## src/rtl/sdram_pkg.sv

```systemverilog
// Shared definitions for the SDRAM reader and the read sequencer:
// default address/data widths and the sequencer FSM state encoding.
package sdram_pkg;

  localparam int unsigned SDRAM_ADDR_W = 13;
  localparam int unsigned SDRAM_DATA_W = 32;

  typedef enum logic [1:0] {
    ST_IDLE,
    ST_ISSUE,
    ST_WAIT,
    ST_FINISH
  } seq_state_e;

endpackage

```

## src/rtl/sdram_rd_fifo.sv

```systemverilog
// First-word-fall-through FIFO for words returned by the SDRAM reader.
// Ports:
//   clk, reset_n      clock, asynchronous active-low reset (empties the FIFO)
//   push, push_data   write one word (ignored when full)
//   pop               remove the head word (ignored when empty)
//   head              current head word, valid whenever empty=0
//   empty, full       occupancy flags
//   count             number of stored words (0..DEPTH)
module sdram_rd_fifo #(
  parameter int unsigned DATA_W = 32,
  parameter int unsigned DEPTH  = 8
) (
  input  logic                     clk,
  input  logic                     reset_n,
  input  logic                     push,
  input  logic [DATA_W-1:0]        push_data,
  input  logic                     pop,
  output logic [DATA_W-1:0]        head,
  output logic                     empty,
  output logic                     full,
  output logic [$clog2(DEPTH):0]   count
);

  localparam int unsigned PTR_W = $clog2(DEPTH);

  logic [DATA_W-1:0] mem_q [DEPTH];
  logic [PTR_W-1:0]  wr_ptr_q;
  logic [PTR_W-1:0]  rd_ptr_q;
  logic [PTR_W:0]    count_q;
  logic              do_push;
  logic              do_pop;

  assign do_push = push && !full;
  assign do_pop  = pop && !empty;

  // Pointers are PTR_W bits wide, so they wrap modulo DEPTH on their own.
  always_ff @(posedge clk or negedge reset_n) begin
    if (!reset_n) begin
      for (int unsigned i = 0; i < DEPTH; i++) begin
        mem_q[i] <= '0;
      end
      wr_ptr_q <= '0;
      rd_ptr_q <= '0;
      count_q  <= '0;
    end else begin
      if (do_push) begin
        mem_q[wr_ptr_q] <= push_data;
        wr_ptr_q        <= wr_ptr_q + PTR_W'(1);
      end
      if (do_pop) begin
        rd_ptr_q <= rd_ptr_q + PTR_W'(1);
      end
      case ({do_push, do_pop})
        2'b10:   count_q <= count_q + (PTR_W+1)'(1);
        2'b01:   count_q <= count_q - (PTR_W+1)'(1);
        default: count_q <= count_q;
      endcase
    end
  end

  assign head  = mem_q[rd_ptr_q];
  assign empty = (count_q == '0);
  assign full  = (count_q == (PTR_W+1)'(DEPTH));
  assign count = count_q;

endmodule

```

## src/rtl/sdram_read_sequencer.sv

```systemverilog
// Command stage ahead of sdram_reader: walks base_addr..base_addr+length-1,
// issuing one single-word read at a time, and streams the returned words out
// through a FWFT FIFO on a valid/ready interface.
// Ports:
//   clk, reset_n           clock, asynchronous active-low reset
//   start, base_addr,
//   length                 job request (start ignored while busy)
//   busy, done, error      job status; error is a sticky read-timeout flag
//   rd_address, rd_enable,
//   rd_data, rd_done       handshake to the SDRAM reader
//   out_data, out_valid,
//   out_ready              downstream word stream
module sdram_read_sequencer
  import sdram_pkg::*;
#(
  parameter int unsigned ADDR_W     = SDRAM_ADDR_W,
  parameter int unsigned DATA_W     = SDRAM_DATA_W,
  parameter int unsigned FIFO_DEPTH = 8,
  parameter int unsigned TIMEOUT    = 255
) (
  input  logic              clk,
  input  logic              reset_n,
  input  logic              start,
  input  logic [ADDR_W-1:0] base_addr,
  input  logic [ADDR_W-1:0] length,
  output logic              busy,
  output logic              done,
  output logic              error,
  output logic [ADDR_W-1:0] rd_address,
  output logic              rd_enable,
  input  logic [DATA_W-1:0] rd_data,
  input  logic              rd_done,
  output logic [DATA_W-1:0] out_data,
  output logic              out_valid,
  input  logic              out_ready
);

  localparam int unsigned TMO_W = $clog2(TIMEOUT + 1);
  localparam int unsigned CNT_W = $clog2(FIFO_DEPTH) + 1;

  seq_state_e        state_q;
  logic [ADDR_W-1:0] cur_addr_q;
  logic [ADDR_W-1:0] remaining_q;
  logic [TMO_W-1:0]  tmo_q;
  logic [TMO_W-1:0]  tmo_inc;
  logic              busy_q;
  logic              done_q;
  logic              error_q;
  logic              rd_enable_q;

  logic              fifo_push;
  logic              fifo_pop;
  logic              fifo_empty;
  logic              fifo_full;
  logic [CNT_W-1:0]  fifo_count;
  logic              issue_ok;

  assign tmo_inc   = tmo_q + TMO_W'(1);
  assign issue_ok  = (fifo_count < CNT_W'(FIFO_DEPTH));
  // Only one read is outstanding and issue waits for space, so the full
  // guard never drops a word in practice.
  assign fifo_push = (state_q == ST_WAIT) && rd_done && !fifo_full;
  assign fifo_pop  = !fifo_empty && out_ready;

  // busy stays high through the done cycle and drops on the following edge,
  // which is also why a start coinciding with done is still ignored.
  always_ff @(posedge clk or negedge reset_n) begin
    if (!reset_n) begin
      state_q     <= ST_IDLE;
      cur_addr_q  <= '0;
      remaining_q <= '0;
      tmo_q       <= '0;
      busy_q      <= 1'b0;
      done_q      <= 1'b0;
      error_q     <= 1'b0;
      rd_enable_q <= 1'b0;
    end else begin
      done_q      <= 1'b0;
      rd_enable_q <= 1'b0;
      unique case (state_q)
        ST_IDLE: begin
          if (start && !busy_q) begin
            cur_addr_q  <= base_addr;
            remaining_q <= length;
            error_q     <= 1'b0;
            busy_q      <= 1'b1;
            state_q     <= (length == '0) ? ST_FINISH : ST_ISSUE;
          end else begin
            busy_q <= 1'b0;
          end
        end
        ST_ISSUE: begin
          if (issue_ok) begin
            rd_enable_q <= 1'b1;
            tmo_q       <= '0;
            state_q     <= ST_WAIT;
          end
        end
        ST_WAIT: begin
          tmo_q <= tmo_inc;
          // rd_done takes priority over a timeout expiring in the same cycle.
          if (rd_done) begin
            cur_addr_q  <= cur_addr_q + ADDR_W'(1);
            remaining_q <= remaining_q - ADDR_W'(1);
            state_q     <= (remaining_q == ADDR_W'(1)) ? ST_FINISH : ST_ISSUE;
          end else if (tmo_inc == TMO_W'(TIMEOUT)) begin
            error_q <= 1'b1;
            state_q <= ST_FINISH;
          end
        end
        ST_FINISH: begin
          done_q  <= 1'b1;
          state_q <= ST_IDLE;
        end
        default: state_q <= ST_IDLE;
      endcase
    end
  end

  sdram_rd_fifo #(
    .DATA_W (DATA_W),
    .DEPTH  (FIFO_DEPTH)
  ) u_fifo (
    .clk       (clk),
    .reset_n   (reset_n),
    .push      (fifo_push),
    .push_data (rd_data),
    .pop       (fifo_pop),
    .head      (out_data),
    .empty     (fifo_empty),
    .full      (fifo_full),
    .count     (fifo_count)
  );

  assign busy       = busy_q;
  assign done       = done_q;
  assign error      = error_q;
  assign rd_address = cur_addr_q;
  assign rd_enable  = rd_enable_q;
  assign out_valid  = !fifo_empty;

endmodule

```

## config.mk

```make
export PLATFORM = sky130hd
export DESIGN_NAME = sdram_read_sequencer
export DESIGN_NICKNAME = d
export VERILOG_FILES = /design/src/rtl/sdram_pkg.sv /design/src/rtl/sdram_rd_fifo.sv /design/src/rtl/sdram_read_sequencer.sv
export SDC_FILE = /design/constraint.sdc
export NUM_CORES = 1
export LEC_CHECK = 0
export CORE_MARGIN = 8
export CORE_UTILIZATION = 35
export CTS_CLUSTER_SIZE = 20
export DETAILED_ROUTE_END_ITERATION = 10
export HOLD_SLACK_MARGIN = 0.06
export MAX_ROUTING_LAYER = met4
export PLACE_DENSITY_LB_ADDON = 0.15
export SETUP_SLACK_MARGIN = 0.5
export SYNTH_ARGS = -nofsm -noshare
export SYNTH_HDL_FRONTEND = slang
export SYNTH_SLANG_ARGS = --single-unit
```

## constraint.sdc

```tcl
create_clock -name clk -period 3.44 [get_ports clk]
set_clock_uncertainty 0.1 [all_clocks]
set_input_delay 0.688 -clock clk [delete_from_list [all_inputs] [get_ports clk]]
set_output_delay 0.688 -clock clk [all_outputs]
set_load 0.05 [all_outputs]
```

Word-level counts from Yosys, hierarchy flattened --
Index checks and enable logic that the tools add are counted.
Word-level totals: register bits 306, latch bits 0, bits in writable memories 0, ROM bits 0, bits of input ports 63, output and inout port bits 50, logic and storage cells 96, memories kept 0
Cells by class: $add $sub $neg 7, $mul 0, divide/modulo/power cells 0, $lt $le $gt $ge 4, equal/unequal tests 14, shifts and indexed selects 0, multiplexer cells 30, bitwise logic cells 2, reductions and logical operators 20
Operators by type and width (number):
- $bwmux 256 | 1
- $bmux 32 s3 | 1
- $demux 32 s3 | 1
- $mux 32 | 3
- $mux 13 | 4
- $pmux 13 s2 | 2
- $pmux 8 s2 | 1
- $add 13x1->13 const B | 1
- $eq 13x1->1 const B | 1
- $logic_not 13->1 | 1
- $sub 13x1->13 const B | 1
- $mux 2 | 6
- $add 8x1->8 const B | 1
- $eq 8x8->1 const B | 1
- $ge 4x4->1 const B | 2
- $mux 8 | 1
- $ne 2x2->1 const B | 4
- $not 3->4 | 2
- $pmux 2 s4 | 1
- $pmux 4 s2 | 1
- $logic_and 1x1->1 | 7
- $mux 1 | 7
- $add 3x1->3 const B | 2
- $eq 2x2->1 const B | 3
- other kinds (16) | 22

Longest topological paths before layout --
Gate-level depths: netlist (run 1).
depth in word-level cells 6, mapped depth 11, mapped depth without buffers 10

Modules after synthesis --
Synthesis (run 1) repeated with hierarchy kept, for this count alone.
Unflattened totals: cells, all modules 1011, area total of the unflattened synthesis 14642.8 sq um
By module, submodules not included:
- sdram_rd_fifo | instances 1, cells each 721, area each 12209.2 sq um, seq. area each 6656.4 sq um
- sdram_read_sequencer | instances 1, cells each 290, area each 2433.6 sq um, seq. area each 1001.0 sq um

Worst setup path before layout (run 1) --
No wires, ideal clock.
path type flip-flop to flip-flop, start reg u_fifo.count_q[1] (netlist: u_fifo.count[1]), end reg u_fifo.count_q[2] (netlist: u_fifo.count[2]), library setup time 0.125 ns, arrival time 2.575 ns, path slack 0.640 ns, cell stages (with the launch flop) 12, path buffers 1, clock period less this slack 2.800 ns, cell sequence dfrtp_1 > nor3_2 > nand2b_1 > and2_1 > clkbuf_1 > ha_1 > xor2_1 > ha_1 > a21oi_1 > xor2_1 > nor2_1 > xor2_1
On the way: longest elaborated chain between the ends 6, elaborated cells on any way between the ends 14
RTL lines:
- start: declaration | RTL line sdram_rd_fifo.sv:29 | logic [PTR_W:0] count_q;
- start signal: assignment | RTL line sdram_rd_fifo.sv:54 | 2'b10: count_q <= count_q + (PTR_W+1)'(1);
- start signal: assignment | RTL line sdram_rd_fifo.sv:55 | 2'b01: count_q <= count_q - (PTR_W+1)'(1);
- start signal: assignment | RTL line sdram_rd_fifo.sv:56 | default: count_q <= count_q;
- $logic_not 4->1 (*) | RTL line sdram_rd_fifo.sv:62 | assign empty = (count_q == '0);
- $logic_not 1->1 (*)
- via out_valid | RTL line sdram_read_sequencer.sv:34 | output logic out_valid,
- $logic_and 1x1->1 | RTL line sdram_read_sequencer.sv:63 | assign fifo_pop = !fifo_empty && out_ready;
- $logic_and 1x1->1 (*) | RTL line sdram_rd_fifo.sv:34 | assign do_pop = pop && !empty;
- via u_fifo.do_pop | RTL line sdram_rd_fifo.sv:31 | logic do_pop;
- $eq 2x1->1 or $eq 2x2->1 (tied branches) | RTL line sdram_rd_fifo.sv:53 | case ({do_push, do_pop})
- $pmux 4 s2 or $reduce_bool 2->1 (tied branches)
The timed path passes the listed nets; every way through them passes the cells marked *. A chain may end at the register's enable or synchronous reset.

Worst setup path after layout (run 1) --
start reg u_fifo.rd_ptr_q[0], end out out_data[29]
On the way: longest elaborated chain between the ends 4
RTL lines:
- start: declaration | RTL line sdram_rd_fifo.sv:28 | logic [PTR_W-1:0] rd_ptr_q;
- start signal: assignment | RTL line sdram_rd_fifo.sv:51 | rd_ptr_q <= rd_ptr_q + PTR_W'(1);
- $not 3->4 (not written as such) | RTL line sdram_rd_fifo.sv:61 | assign head = mem_q[rd_ptr_q];
- $bmux 32 s3 | RTL line sdram_rd_fifo.sv:61
- $mux 32 (not written as such) (2 in a row) | RTL line sdram_rd_fifo.sv:61
- end: declaration | RTL line sdram_read_sequencer.sv:33 | output logic [DATA_W-1:0] out_data,
No other way between the ends. The select of a mux whose other input is x is not followed.

==> results of run 1 <==
## kinds of logic after synthesis
| kind of cell | share of synthesized area [%] |
|---|---|
| XOR/XNOR | 0.609 |
| AO/OA/AOI/OAI | 4.46 |
| adder cells (fa/ha/maj) | 0.870 |
| flip-flops | 53.2 |
| buffers and inverters | 2.32 |
| AND/OR/NAND/NOR | 4.91 |
| multiplexers | 33.6 |
## sequential cells by signal, summed over array words and instances, names as in the netlist
signal           flops
rd_address          13
busy                 1
u_fifo.count         4
tmo_q                8
rd_enable            1
u_fifo.rd_ptr_q      3
remaining_q         13
state_q              2
done                 1
error                1
u_fifo.mem_q       256
u_fifo.wr_ptr_q      3
## metal layers
layer | up-vias | share of wire, % | track usage, %
li1 | 3991 | - | -
met2 | 159 | 47 | 23.2
met4 | 0 | 1.4 | 3.05
met5 | - | 0 | -
met1 | 4541 | 47 | 20.2
met3 | 39 | 4.5 | 3.24
## where the power goes
group,total [µW],leakage [µW],switching [µW],internal [µW]
Combinational,6880,0.00352,3340,3530
Clock,3990,0.000625,1540,2450
Sequential,5660,0.00401,860,4800
Total,16500,0.00815,5740,10800
## worst max-delay path, stage by stage (launching register included)
cell	delay, ps
dfrtp_4	440
buf_12	170
clkbuf_16	190
mux4_2	490
mux2_4	300
buf_6	160
## final timing paths
check                                           to  depth (start not counted)               start
worst min register to register  u_fifo.wr_ptr_q[2]                          1  u_fifo.wr_ptr_q[2]
min in group clk                u_fifo.wr_ptr_q[2]                          1  u_fifo.wr_ptr_q[2]
worst min-delay path             u_fifo.mem_q[227]                          1             reset_n
worst max register to register   u_fifo.mem_q[101]                          5          state_q[0]
worst max-delay path                  out_data[29]                          5  u_fifo.rd_ptr_q[0]
max in group asynchronous           remaining_q[3]                          2             reset_n
## metrics by stage
step	util (%)	worst slack [ps]	std cells
after floorplan	-	640	1000
after global placement	39.7	478	1605
after detailed placement	39.7	422	1605
after CTS	43.0	300	1678
after global routing	44.1	333	1688
final	44.1	392	1688
## area by class of cell
type | instances | area (µm²)
fillers | 3729 | 22800
flip-flops and latches | 306 | 7670
multi-input cells | 620 | 6540
repair buffers | 155 | 1790
clock buffers | 51 | 1050
well taps | 532 | 666
clock inverters | 17 | 214
inverters | 5 | 18.8
diodes | 2 | 5.00
## cell usage in the layout (no fill, tap or decap), drive strengths merged, types with 6 or more instances in the layout
cell / n
nand3: 11
buf: 72
o22ai: 11
inv: 6
a21oi: 37
nand2: 41
nand4: 8
clkinv: 11
nor3: 10
o21ai: 35
mux4: 64
dfrtp: 306
nor2b: 7
nand2b: 6
ha: 10
mux2: 291
and3: 7
nor2: 23
xor2: 6
clkbuf: 55
clkdlybuf4s50: 78
## repair_timing
action / CTS / global route
resized for setup: 10 / 68
buffers inserted: 5 / 3
cloned: 0 / 5
endpoints found under the setup margin: 33 / 32
hold buffers: 0 / 0
==> results_dict.tcl, run 1 <==
set metrics [dict create \
    worstPathRequired_ps 2650 \
    outcome "completed" \
    wl_per_cell_um 20.6 \
    crit_fanout 8 \
    grt_pass1_vias 9368 \
    clock_latency_ps 520 \
    synth_commonest_cells "306 x dfrtp_1, 255 x mux2_2, 64 x mux4_2, 41 x nand2_1, 37 x clkbuf_1" \
    ant_nets 0 \
    setup_viol 0 \
    io_buffers 112 \
    min_period_ps 3050 \
    postRouteWirelength_um 34800 \
    ys_seq_area_share_pct 53.2 \
    ys_top_cells_by_area "dfrtp_1 53%, mux2_2 20%, mux4_2 10%" \
    grt_pass1_wl_um 55400 \
    syn_area_mm2 0.0144 \
    vias_per_cell 5.17 \
    final_area_mm2 0.0179 \
    cts-root-buf "clkbuf_16" \
    overflow 0 \
    die-height_um 219 \
    rsz0062_at_grt "true" \
    grt_usage_pct 15.0 \
    drc 0 \
    slew_headroom_pct 47.3 \
    crit_type "reg2out" \
    power_uw 16500 \
    synth_edf_count 0 \
    dieArea_mm2 0.0478 \
    crit_arrival_ps 2260 \
    nNetsFinal 1198 \
    cts_buffers 37 \
    ir_drop_v 0.000638 \
    yosys.area.top_type "dfrtp_1" \
    fin_crit_sh_pct 88.6 \
    antenna_found_initial 2 \
    placed_area_mm2 0.0162 \
    cap_violations 0 \
    cts_buffer_depth 3 \
    syn_nets 1073 \
    clock-sinks 306 \
    synthArstFlopShare_pct 100 \
    synth_top_area_share_pct 53.2 \
    design.core.area_mm2 0.0407 \
    cp-start-kind "flop" \
    fp.dieW_um 219 \
    synth_area_per_cell_um2 14.4 \
    cts_tree "built" \
    worst_slew_pin_slew_ps 790 \
    ys_warn_count 0 \
    synth.most_common_cell "dfrtp_1" \
    row_count 74 \
    synthCells 1000 \
    holdWs_ps 104 \
    clk_pin_slew_ps 60 \
    reg2reg_setup_slack_ps 820 \
    hold_viol_final 0 \
    fmax_ghz 0.328 \
    hold_path_class "in2async" \
    io_pins 113 \
    layout-drive-gt1-share_pct 43.6 \
    ctsHtreeMaxLevel 2 \
    p_leak_uw 0.00815 \
    synthToLayoutAreaGrowth_pct 24.8 \
    final-max-slew-violation-count 0 \
    grt_max_degree 96 \
    cellPowerDensity_mw_per_mm2 920 \
    hpwl_um 20800 \
    synth-main-ff-cell "dfrtp_1" \
    synth_cell_types 49 \
    finalSetupTns_ps 0 \
    drt-pass1-iter-count 4 \
    gp_routability_congestion 0.780 \
    via_count 8730 \
    cp-end-kind "output port" \
    ys_ff_latch 306 \
    first_iter_violations 416 \
    start_util_pct 35.3 \
]
No activity file was read; power rests on OpenSTA's default activity.
==> run 2: changes to the inputs <==
--- a/config.mk
+++ b/config.mk
@@ -5,6 +5,7 @@
 export SDC_FILE = /design/constraint.sdc
 export NUM_CORES = 1
 export LEC_CHECK = 0
+export CORE_ASPECT_RATIO = 1.5
 export CORE_MARGIN = 8
 export CORE_UTILIZATION = 35
 export CTS_CLUSTER_SIZE = 20
==> constraint.sdc (replaced) <==
create_clock -name clk -period 3.16 [get_ports clk]
set_clock_uncertainty 0.1 [all_clocks]
set_input_delay 0.632 -clock clk [delete_from_list [all_inputs] [get_ports clk]]
set_output_delay 0.632 -clock clk [all_outputs]
set_load 0.05 [all_outputs]
==> run 2 against run 1 <==
  * Global-route usage about the same
  * Via count about the same
  * Non-clock buffer count up 7
  * Register-to-register slack worse by 120 ps
  * Clock-buffer cell count down 4
  * Total power up 6.8%
  * Worst hold slack better by 280 ps
  * Cell area down 0.72%
  * Sequential power up 7.8%
  * Clock power down 2%
  * Utilization down 0.47 points
  * Die area up 0.28%
  * Critical endpoint is now out_data[3]
==> results_dict.tcl, run 2 (synthesized netlist as in run 1, its figures left out) <==
set metrics [dict create \
    combPwrFrac_pct 43.2 \
    clockPowerShare_pct 22.2 \
    antenna_found_initial 0 \
    grt_pass1_vias 9684 \
    hpwl_um 21100 \
    crit_fanout 5 \
    hold_viol_final 0 \
    clock_latency_ps 570 \
    dieArea_mm2 0.0480 \
    drt-pass1-iter-count 4 \
    via_count 8727 \
    slowest_delay_ps 530 \
    finalSetupTns_ps 0 \
    outcome "completed" \
    min_period_ps 3130 \
    final_cell_mix "303 x dfrtp_1, 236 x mux2_2, 74 x clkdlybuf4s50_1" \
    hold_path_class "reg2reg" \
    fmax_ghz 0.320 \
    slew_headroom_pct 54.0 \
    setup_viol 0 \
    io_buffers 112 \
    crit_type "reg2out" \
    rsz0062_at_grt "true" \
    die-height_um 264 \
    worstPathRequired_ps 2430 \
    switching_share_pct 35.0 \
    largest_reg_flops 256 \
    cellPowerDensity_mw_per_mm2 990 \
    fin_crit_sh_pct 98.9 \
    p_seq_share_pct 34.6 \
    cts_buffer_depth 3 \
    place_ws_ps 279 \
    start_util_pct 35.2 \
    p_leak_uw 0.00810 \
    nNetsFinal 1199 \
    worst_slew_pin_slew_ps 691 \
    ctsHtreeMaxLevel 1 \
    cts_tree "built" \
    antennaDiodeCount 0 \
    critical-path-slowest-cell "dfrtp_4" \
    cts-root-buf "clkbuf_16" \
    clock-sinks 306 \
    internal_power_uw 11500 \
    crit_chain "buf_12, buf_12, clkbuf_16, mux4_2, mux2_4, buf_8" \
    gp_routability_congestion 0.764 \
    postRouteWirelength_um 34400 \
    design.core.area_mm2 0.0409 \
    vias_per_cell 5.25 \
    top_register "u_fifo.mem_q" \
    worst_slack_ps 34.0 \
    layout-drive-gt1-share_pct 43.4 \
    ir_drop_v 0.000564 \
    grt_usage_pct 14.9 \
    overflow 0 \
    ant_nets 0 \
    cap_violations 0 \
    cp-end-kind "output port" \
    grt_max_degree 88 \
    wl_per_cell_um 20.7 \
    clk_pin_slew_ps 60 \
    cp_common_cell "buf_12" \
    row_count 91 \
    final-max-slew-violation-count 0 \
    grt_pass1_wl_um 55800 \
    cts_buffers 31 \
    first_iter_violations 449 \
    io_pins 113 \
    fp.dieW_um 182 \
    drc 0 \
    crit_arrival_ps 2390 \
    synthToLayoutAreaGrowth_pct 23.9 \
    layout_commonest_cell "dfrtp_1" \
    cp-start-kind "flop" \
    p_switching_uw 6170 \
]
-- run 2: cell count changes in the layout (fill, tap and decap cells not counted), sizes merged --
| cell | delta |
|---|---|
| dlymetal6s2s | +3 |
| clkdlybuf4s50 | -4 |
| clkbuf | -7 |
| diode | -2 |
| clkinv | -7 |
| dlygate4sd3 | +1 |
| dlygate4sd2 | +1 |
| buf | +9 |
-- run 2: cell type report --
| type | count | area [µm²] |
|---|---|---|
| Sequential cell | 306 | 7670 |
| Tap cell | 511 | 639 |
| Multi-Input combinational cell | 620 | 6510 |
| Clock buffer | 47 | 926 |
| Timing Repair Buffer | 162 | 1900 |
| Clock inverter | 10 | 156 |
| Inverter | 5 | 18.8 |
| Fill cell | 3672 | 23100 |
-- run 2: worst paths after layout --
path	from	endpoint	slack, ps	depth (start not counted)
min	u_fifo.wr_ptr_q[2]	u_fifo.wr_ptr_q[2]	380	1
max in group asynchronous	reset_n	u_fifo.mem_q[148]	1550	3
min reg2reg	u_fifo.wr_ptr_q[2]	u_fifo.wr_ptr_q[2]	380	1
max	u_fifo.rd_ptr_q[0]	out_data[3]	30	6
max reg2reg	u_fifo.count[1]	u_fifo.count[2]	700	10
min in group asynchronous	reset_n	remaining_q[11]	530	2
-- run 2: worst max-delay path, delay by kind of cell (launching register included) --
kind	cells	cell delay (ps)
flip-flops	1	530
multiplexers	2	710
buffers and inverters	4	570
-- run 2: power groups by stage --
| stage | sequential (µW) | clock (µW) | combinational, µW |
|---|---|---|---|
| finish | 6100 | 3920 | 7620 |
| CTS | 6110 | 4040 | 7680 |
| detailed placement | 6190 | 0 | 6800 |
| global route | 6300 | 4180 | 8150 |
| floorplan | 6130 | 0 | 4720 |
| global placement | 6150 | 0 | 6730 |
-- run 2: metal layers --
| metal | track usage (%) | up-vias | wire length [µm] |
|---|---|---|---|
| met3 | 1.66 | 47 | 839 |
| met1 | 17.9 | 4598 | 15000 |
| met2 | 26.4 | 119 | 17900 |
| met4 | 3.80 | 0 | 720 |
| li1 | - | 3963 | - |
| met5 | - | - | 0 |
-- run 2: what timing repair did --
| action | CTS | global route |
|---|---|---|
| gates resized for setup | 67 | 11 |
| endpoints found under the hold margin | 58 | 0 |
| setup endpoints to repair | 34 | 35 |
| setup buffers | 7 | 0 |
| hold buffers | 1 | 0 |
| gates cloned | 5 | 1 |
-- run 2: through the flow --
stage          total power (µW)  cell area (µm²)  hold WS, ps  cells  utilization (%)
6_report                  17600            17800          385   1661             43.6
5_1_grt                   18600            17800          407   1661             43.6
4_1_cts                   17800            17800          394   1660             43.4
3_5_place_dp              13000            16200          380   1590             39.7
3_3_place_gp              12900            16200          371   1590             39.7
2_1_floorplan             10900            14400          236   1000                -
